## src/rtl/pipe_repeater_pkg.sv

```systemverilog
// pipe_repeater_pkg
//   Shared definitions for the pipe_repeater block.
//   occ_width(length): bit width of an occupancy count that can hold 0..2*length.
package pipe_repeater_pkg;

    function automatic int unsigned occ_width(input int unsigned length);
        return $clog2(2 * length + 1);
    endfunction

endpackage

```

## src/rtl/pipe_repeater_stage.sv

```systemverilog
// pipe_repeater_stage
//   One skid-buffered register slice. Data, valid and ready are all registered at
//   the slice boundary, so chaining slices never builds a long combinational path.
//   Ports:
//     clk, rst          clock, synchronous active-high reset
//     s_data/s_valid    upstream word and its valid
//     s_ready           upstream may transfer (registered: skid register is empty)
//     m_data/m_valid    downstream word and its valid (the main register)
//     m_ready           downstream accepts the main register this cycle
module pipe_repeater_stage #(
    parameter int unsigned WIDTH = 1
) (
    input  logic             clk,
    input  logic             rst,
    input  logic [WIDTH-1:0] s_data,
    input  logic             s_valid,
    output logic             s_ready,
    output logic [WIDTH-1:0] m_data,
    output logic             m_valid,
    input  logic             m_ready
);

    (* dont_touch = "true" *) logic             main_valid_q;
    (* dont_touch = "true" *) logic [WIDTH-1:0] main_data_q;
    (* dont_touch = "true" *) logic             skid_valid_q;
    (* dont_touch = "true" *) logic [WIDTH-1:0] skid_data_q;

    logic             main_valid_d;
    logic [WIDTH-1:0] main_data_d;
    logic             skid_valid_d;
    logic [WIDTH-1:0] skid_data_d;

    logic in_fire;
    logic out_fire;

    assign in_fire  = s_valid & ~skid_valid_q;
    assign out_fire = main_valid_q & m_ready;

    always_comb begin
        main_valid_d = main_valid_q;
        main_data_d  = main_data_q;
        skid_valid_d = skid_valid_q;
        skid_data_d  = skid_data_q;
        if (out_fire) begin
            if (skid_valid_q) begin
                // Skid refills main. No input can land here: ready was low this cycle.
                main_data_d  = skid_data_q;
                skid_valid_d = 1'b0;
            end else begin
                main_valid_d = in_fire;
                if (in_fire) begin
                    main_data_d = s_data;
                end
            end
        end else if (!main_valid_q) begin
            if (in_fire) begin
                main_valid_d = 1'b1;
                main_data_d  = s_data;
            end
        end else if (in_fire) begin
            // Main is stalled; park the word that arrived under a still-high ready.
            skid_valid_d = 1'b1;
            skid_data_d  = s_data;
        end
    end

    always_ff @(posedge clk) begin
        if (rst) begin
            main_valid_q <= 1'b0;
            main_data_q  <= '0;
            skid_valid_q <= 1'b0;
            skid_data_q  <= '0;
        end else begin
            main_valid_q <= main_valid_d;
            main_data_q  <= main_data_d;
            skid_valid_q <= skid_valid_d;
            skid_data_q  <= skid_data_d;
        end
    end

    assign s_ready = ~skid_valid_q;
    assign m_valid = main_valid_q;
    assign m_data  = main_data_q;

endmodule

```

## src/rtl/pipe_repeater.sv

```systemverilog
// pipe_repeater
//   Registered valid/ready repeater: LENGTH skid slices in series, holding up to
//   2*LENGTH words, full throughput, strict FIFO order.
//   Ports:
//     clk, rst                       clock, synchronous active-high reset
//     in_data/in_valid/in_ready      upstream stream (in_ready is registered)
//     out_data/out_valid/out_ready   downstream stream (out_* are registered)
//     occupancy                      words held; only with PIPE_REPEATER_OCCUPANCY_EN
//   Build option: define PIPE_REPEATER_OCCUPANCY_EN to add the occupancy counter/port.
module pipe_repeater
    import pipe_repeater_pkg::*;
#(
    parameter int unsigned LENGTH = 1,
    parameter int unsigned WIDTH  = 1
) (
    input  logic                         clk,
    input  logic                         rst,
    input  logic [WIDTH-1:0]             in_data,
    input  logic                         in_valid,
    output logic                         in_ready,
    output logic [WIDTH-1:0]             out_data,
    output logic                         out_valid,
    input  logic                         out_ready
`ifdef PIPE_REPEATER_OCCUPANCY_EN
    ,
    output logic [occ_width(LENGTH)-1:0] occupancy
`endif
);

    // Element k is the input of stage k; element LENGTH is the block output.
    logic [LENGTH:0][WIDTH-1:0] chain_data;
    logic [LENGTH:0]            chain_valid;
    logic [LENGTH:0]            chain_ready;

    assign chain_data[0]       = in_data;
    assign chain_valid[0]      = in_valid;
    assign chain_ready[LENGTH] = out_ready;

    for (genvar k = 0; k < LENGTH; k++) begin : g_stage
        pipe_repeater_stage #(
            .WIDTH (WIDTH)
        ) u_stage (
            .clk     (clk),
            .rst     (rst),
            .s_data  (chain_data[k]),
            .s_valid (chain_valid[k]),
            .s_ready (chain_ready[k]),
            .m_data  (chain_data[k+1]),
            .m_valid (chain_valid[k+1]),
            .m_ready (chain_ready[k+1])
        );
    end

    // Masking with rst keeps both handshakes dead during the reset cycle, even
    // though the slice registers only clear at its closing edge.
    assign in_ready  = chain_ready[0] & ~rst;
    assign out_valid = chain_valid[LENGTH] & ~rst;
    assign out_data  = chain_data[LENGTH];

`ifdef PIPE_REPEATER_OCCUPANCY_EN
    localparam int unsigned OccW = occ_width(LENGTH);

    logic [OccW-1:0] occ_q;
    logic [OccW-1:0] occ_d;
    logic            in_fire;
    logic            out_fire;

    assign in_fire  = in_valid & in_ready;
    assign out_fire = out_valid & out_ready;

    always_comb begin
        occ_d = occ_q;
        unique case ({in_fire, out_fire})
            2'b10:   occ_d = occ_q + OccW'(1);
            2'b01:   occ_d = occ_q - OccW'(1);
            default: occ_d = occ_q;
        endcase
    end

    always_ff @(posedge clk) begin
        if (rst) begin
            occ_q <= '0;
        end else begin
            occ_q <= occ_d;
        end
    end

    assign occupancy = occ_q;
`endif

endmodule

```

## config.mk

```make
export PLATFORM = sky130hd
export DESIGN_NAME = pipe_repeater
export DESIGN_NICKNAME = d
export VERILOG_FILES = /design/src/rtl/pipe_repeater_pkg.sv /design/src/rtl/pipe_repeater_stage.sv /design/src/rtl/pipe_repeater.sv
export SDC_FILE = /design/constraint.sdc
export NUM_CORES = 1
export LEC_CHECK = 0
export ABC_AREA = 1
export BUFFER_PORTS_ARGS = -buffer_cell sky130_fd_sc_hd__buf_4
export CAP_MARGIN = 30
export CORE_AREA = 2 2 39 41
export CTS_CLUSTER_DIAMETER = 40
export DETAILED_ROUTE_END_ITERATION = 8
export DIE_AREA = 0 0 41 43
export PLACE_DENSITY = 0.4
export RECOVER_POWER = 100
export SLEW_MARGIN = 0
export SYNTH_ARGS = -nofsm -noshare
export SYNTH_HDL_FRONTEND = slang
export SYNTH_SLANG_ARGS = --single-unit
```

## constraint.sdc

```tcl
create_clock -name clk -period 1.1 [get_ports clk]
set_input_delay 0.22 -clock clk [delete_from_list [all_inputs] [get_ports clk]]
set_output_delay 0.22 -clock clk [all_outputs]
set_load 0.01 [all_outputs]
```

; ---- Word-level counts from Yosys, hierarchy flattened
; Cells that the tools add are included.
[totals]
regBits = 4
inputBits = 5
out_inout_bits = 3
word_cells = 24
[classes]
eq_ne = 2
muxes = 8
bitwise_logic = 7
reduce_logical = 3
[ops]
columns = op, n
row1 = two-way mux 1 bit, 8
row2 = bitwise AND 1 bit, 4
row3 = inequality test 2 bit (second input constant), 2
row4 = inverter 1 bit, 3
row5 = AND reduction 3 bit, 1
row6 = AND reduction 2 bit, 1
row7 = OR reduction 2 bit, 1

; ---- Logic depth before layout (Yosys ltp)
[logic_depth]
ltp_word = 5
ltp_mapped = 6
mapped_depth_nobuf = 6

; ---- Hierarchy
; From an unflattened synthesis, not the netlist that was laid out.
[unflattened]
cells_unflattened = 36
hier_area_um2 = 224.0
[modules_own_cells]
columns = module, n_inst, cells_each, area_per_inst_um2, seq_area_each_um2
row1 = pipe_repeater_stage, 1, 32, 209.0, 80.1
row2 = pipe_repeater, 1, 4, 15.0, 0.0

; ---- Worst setup path before layout
; Ideal clock, no wire load.
[synth_timing]
kind = reg2reg
from = register g_stage[0].u_stage.main_valid_q
to = register g_stage[0].u_stage.skid_data_q
setup_time_ns = 0.114
arrival_time_ns = 0.740
required_ns = 0.986
path_slack_ns = 0.247
stages_incl_launch_ff = 6
n_path_buf = 0
period_less_slack_ns = 0.853
cell_sequence = dfxtp_1 > inv_2 > nor2_4 > nand2_1 > a21oi_1 > nor2_1
[synth_between]
elab_chain_len = 3
[synth_rtl]
columns = element, line_no
row1 = "start, declared", pipe_repeater_stage.sv:23  ; (* dont_touch = "true" *) logic main_valid_q;
row2 = "start signal, assigned", pipe_repeater_stage.sv:74  ; main_valid_q <= main_valid_d;
row3 = bitwise AND 1 bit, pipe_repeater_stage.sv:37  ; assign out_fire = main_valid_q & m_ready;
row4 = inverter 1 bit (no source line), n/a
row5 = AND reduction 3 bit (no source line) (*), n/a
row6 = "end signal, assigned", pipe_repeater_stage.sv:77  ; skid_data_q <= skid_data_d;
row7 = "end, declared", pipe_repeater_stage.sv:26  ; (* dont_touch = "true" *) logic [WIDTH-1:0] skid_data_q;
; Every way passes the cells marked *; elsewhere a longest branch is shown, timed or not.
; A chain may end at the register's enable or synchronous reset.

; ---- Worst setup path after layout
[layout_timing]
from = register g_stage[0].u_stage.skid_valid_q
to = output port in_ready
[layout_between]
elab_chain_len = 2
[layout_rtl]
columns = element, line_no
row1 = "start, declared", pipe_repeater_stage.sv:25  ; (* dont_touch = "true" *) logic skid_valid_q;
row2 = "start signal, assigned", pipe_repeater_stage.sv:76  ; skid_valid_q <= skid_valid_d;
row3 = inverter 1 bit, pipe_repeater_stage.sv:81  ; assign s_ready = ~skid_valid_q;
row4 = bitwise AND 1 bit, pipe_repeater.sv:56  ; assign in_ready = chain_ready[0] & ~rst;
row5 = "end, declared", pipe_repeater.sv:20  ; output logic in_ready,
; Every way passes these cells.

==> metrics.txt <==
R2R Path Start g_stage[0].u_stage.skid_valid_q; Ports 8; drt wl/cell ~7.8 µm; nets@finish 47; Peak VDD IR 0.259 mV; status finished clean; min-delay worst type in2reg; post-synthesis sequential area ratio 39.3%; CTS Buf Count 3; Worst-Margin Slew between 0.15 and 0.2 ns; GR Util All Layers roughly 6.4%; final worst slack approximately 0.042 ns; dpl cells 53; core area 1380 µm²; die area 1760 µm²; WHS Path Cells 2; CP required a little under 0.9 ns; min-delay src rst; DP Area approximately 280 µm²; Layout Cells excl Fill 56; CTS tree yes; Synth Cell Area between 200 and 250 µm²; post-synth top area share between 30% and 40%; pwr dens between 1000 and 1500 nW/µm²; Critical Path AT approximately 0.84 ns; root buf cell clkbuf_4; hold slack approximately 0.19 ns; Clock Sink Count 4; clock skew about 0.0038 ns; Post-DRT Antenna Nets 0; drc violations 0; antenna violations before repair 0; CTS H-tree lvls 1; Overflow after GRT 0; Max-cap violations 0; Tmin final ~1.1 ns; ant diodes 0; crit start category flip-flop; Post-Place Setup Slack roughly 0.18 ns; Die Wd ~41 µm; PortBufs 7; Crit Path Max Fanout 6; Synth warnings 0; Reg2Reg Depth 5; die height about 43 µm; Netlist cell types 12; row cnt 14; FMAX around 0.94 GHz; largest net degree at the start of global routing 7; Post-Synthesis Cells 30; vias in the first global route about 180; Avg Inst Size Synth ~6.8 µm²; Final Hold Vio Count 0; Avg Vias per Cell around 3.8; final setup vio count 0; final setup TNS 0 ns; first-pass GRT wire length between 600 and 700 µm; critical path class reg2out; r2r setup slk between 0.2 and 0.25 ns; Synth area leader dfxtp_1; worst skew pair latency 0.23 ns; CP endpoint kind output port; Yosys reg bits 4; area delta synth->final 47.9%; Routed WL around 440 µm; RD Place Congestion approximately 0.6; postcts setup bufs 0; Clk pin slew, worst setup/hold paths roughly 0.040 ns; leakage 0.139 nW; Tot Pwr a little over 0.4 mW; Worst slew margin approximately 88%; fin util between 20% and 30%; Syn Nets 35; ranking of synthesized cells by area dfxtp_1 (39%), nand2_1 (15%), nor2_1 (9.2%); Initial Util roughly 15%; Final Cycle Share 96.2%; post-route cell area between 300 and 400 µm²; worst reg2reg path endpoint g_stage[0].u_stage.skid_data_q; CTS max path bufs 2; layout cells sized above 1 a little under two fifths; First-pass DRT Iterations 2; DR iter-0 viols 2; WHS Endpoint g_stage[0].u_stage.m_data; Via Count around 210; Slew Viols, Final 0; setup repair after global routing missed its margin no
Yosys cell counts:
master / count
nand2_1: 8
nor2_1: 5
dfxtp_1: 4
inv_1: 3
a21oi_1: 2
inv_2: 2
a211oi_1: 1
a21oi_2: 1
nand3_1: 1
nand4_1: 1
nor2_4: 1
o21bai_1: 1
report_power, final:
group          switching (mW)  leakage, nW  internal, mW
registers             0.00827       0.0334         0.154
clock network          0.0558       0.0138         0.122
logic                  0.0340       0.0922        0.0295
total                  0.0981        0.139         0.305
kinds of logic (layout without fill, tap and decap cells):
logic type	count (synthesis)	count (layout)	share of synthesized area, %
AOI/OAI and AO/OA	5	5	16.6
buffers and inverters	5	15	9.20
DFF	4	4	39.3
and+or+nand+nor	16	16	35.0
timing repair:
item | 4_1_cts | 5_1_grt
endpoints found under the hold margin | 0 | 0
hold buffers | 0 | 0
cloned | 0 | 0
setup endpoints to repair | 1 | 1
resized for setup | 1 | 2
cells in the final DEF, fill, tap and decap left out:
cell / instances
buf_4: 5
nand3_1: 1
a21oi_2: 1
nand2_1: 8
a21oi_1: 2
nand4_1: 1
nor2_4: 1
inv_2: 2
nor2_2: 1
inv_1: 3
o21bai_1: 1
a211oi_1: 1
clkbuf_4: 4
clkbuf_1: 1
dfxtp_1: 3
dfxtp_4: 1
nor2_1: 4
worst max-delay path by stage:
| stage | startpoint | endpoint | slack [ns] | cells after the start |
|---|---|---|---|---|
| 3_3_place_gp | g_stage[0].u_stage.m_valid | g_stage[0].u_stage.skid_data_q | 0.18 | 5 |
| 2_1_floorplan | g_stage[0].u_stage.m_valid | g_stage[0].u_stage.skid_data_q | 0.25 | 5 |
| 6_report | g_stage[0].u_stage.skid_valid_q | in_ready | 0.04 | 2 |
| 5_1_grt | g_stage[0].u_stage.skid_valid_q | in_ready | 0.005 | 2 |
| 3_5_place_dp | g_stage[0].u_stage.m_valid | g_stage[0].u_stage.skid_data_q | 0.18 | 5 |
| 4_1_cts | g_stage[0].u_stage.m_valid | out_valid | 0.02 | 3 |
layout make-up:
cell class	instances	area (µm²)
repair buffers	7	48.8
inverters	5	18.8
multi-input cells	21	108
fillers	157	1080
clock buffers	3	22.5
well taps	16	20.0
flip-flops and latches	4	83.8
worst max-delay path: stages, from the launching register on:
cell,delay [ns]
dfxtp_1,0.40
nor2_1,0.07
clkbuf_4,0.14
routing by layer:
layer,up-vias,GRT usage (%),wire [µm]
met5,-,0,0
met4,0,12.0,12
met3,2,3.66,50
met2,5,7.19,218
met1,87,5.14,155
li1,118,-,-
sequential cells by signal (all words and copies together), names as in the netlist:
name / cells
g_stage.u_stage.skid_valid_q: 1
g_stage.u_stage.m_data: 1
g_stage.u_stage.skid_data_q: 1
g_stage.u_stage.m_valid: 1
No activity file was read; power rests on OpenSTA's default activity.
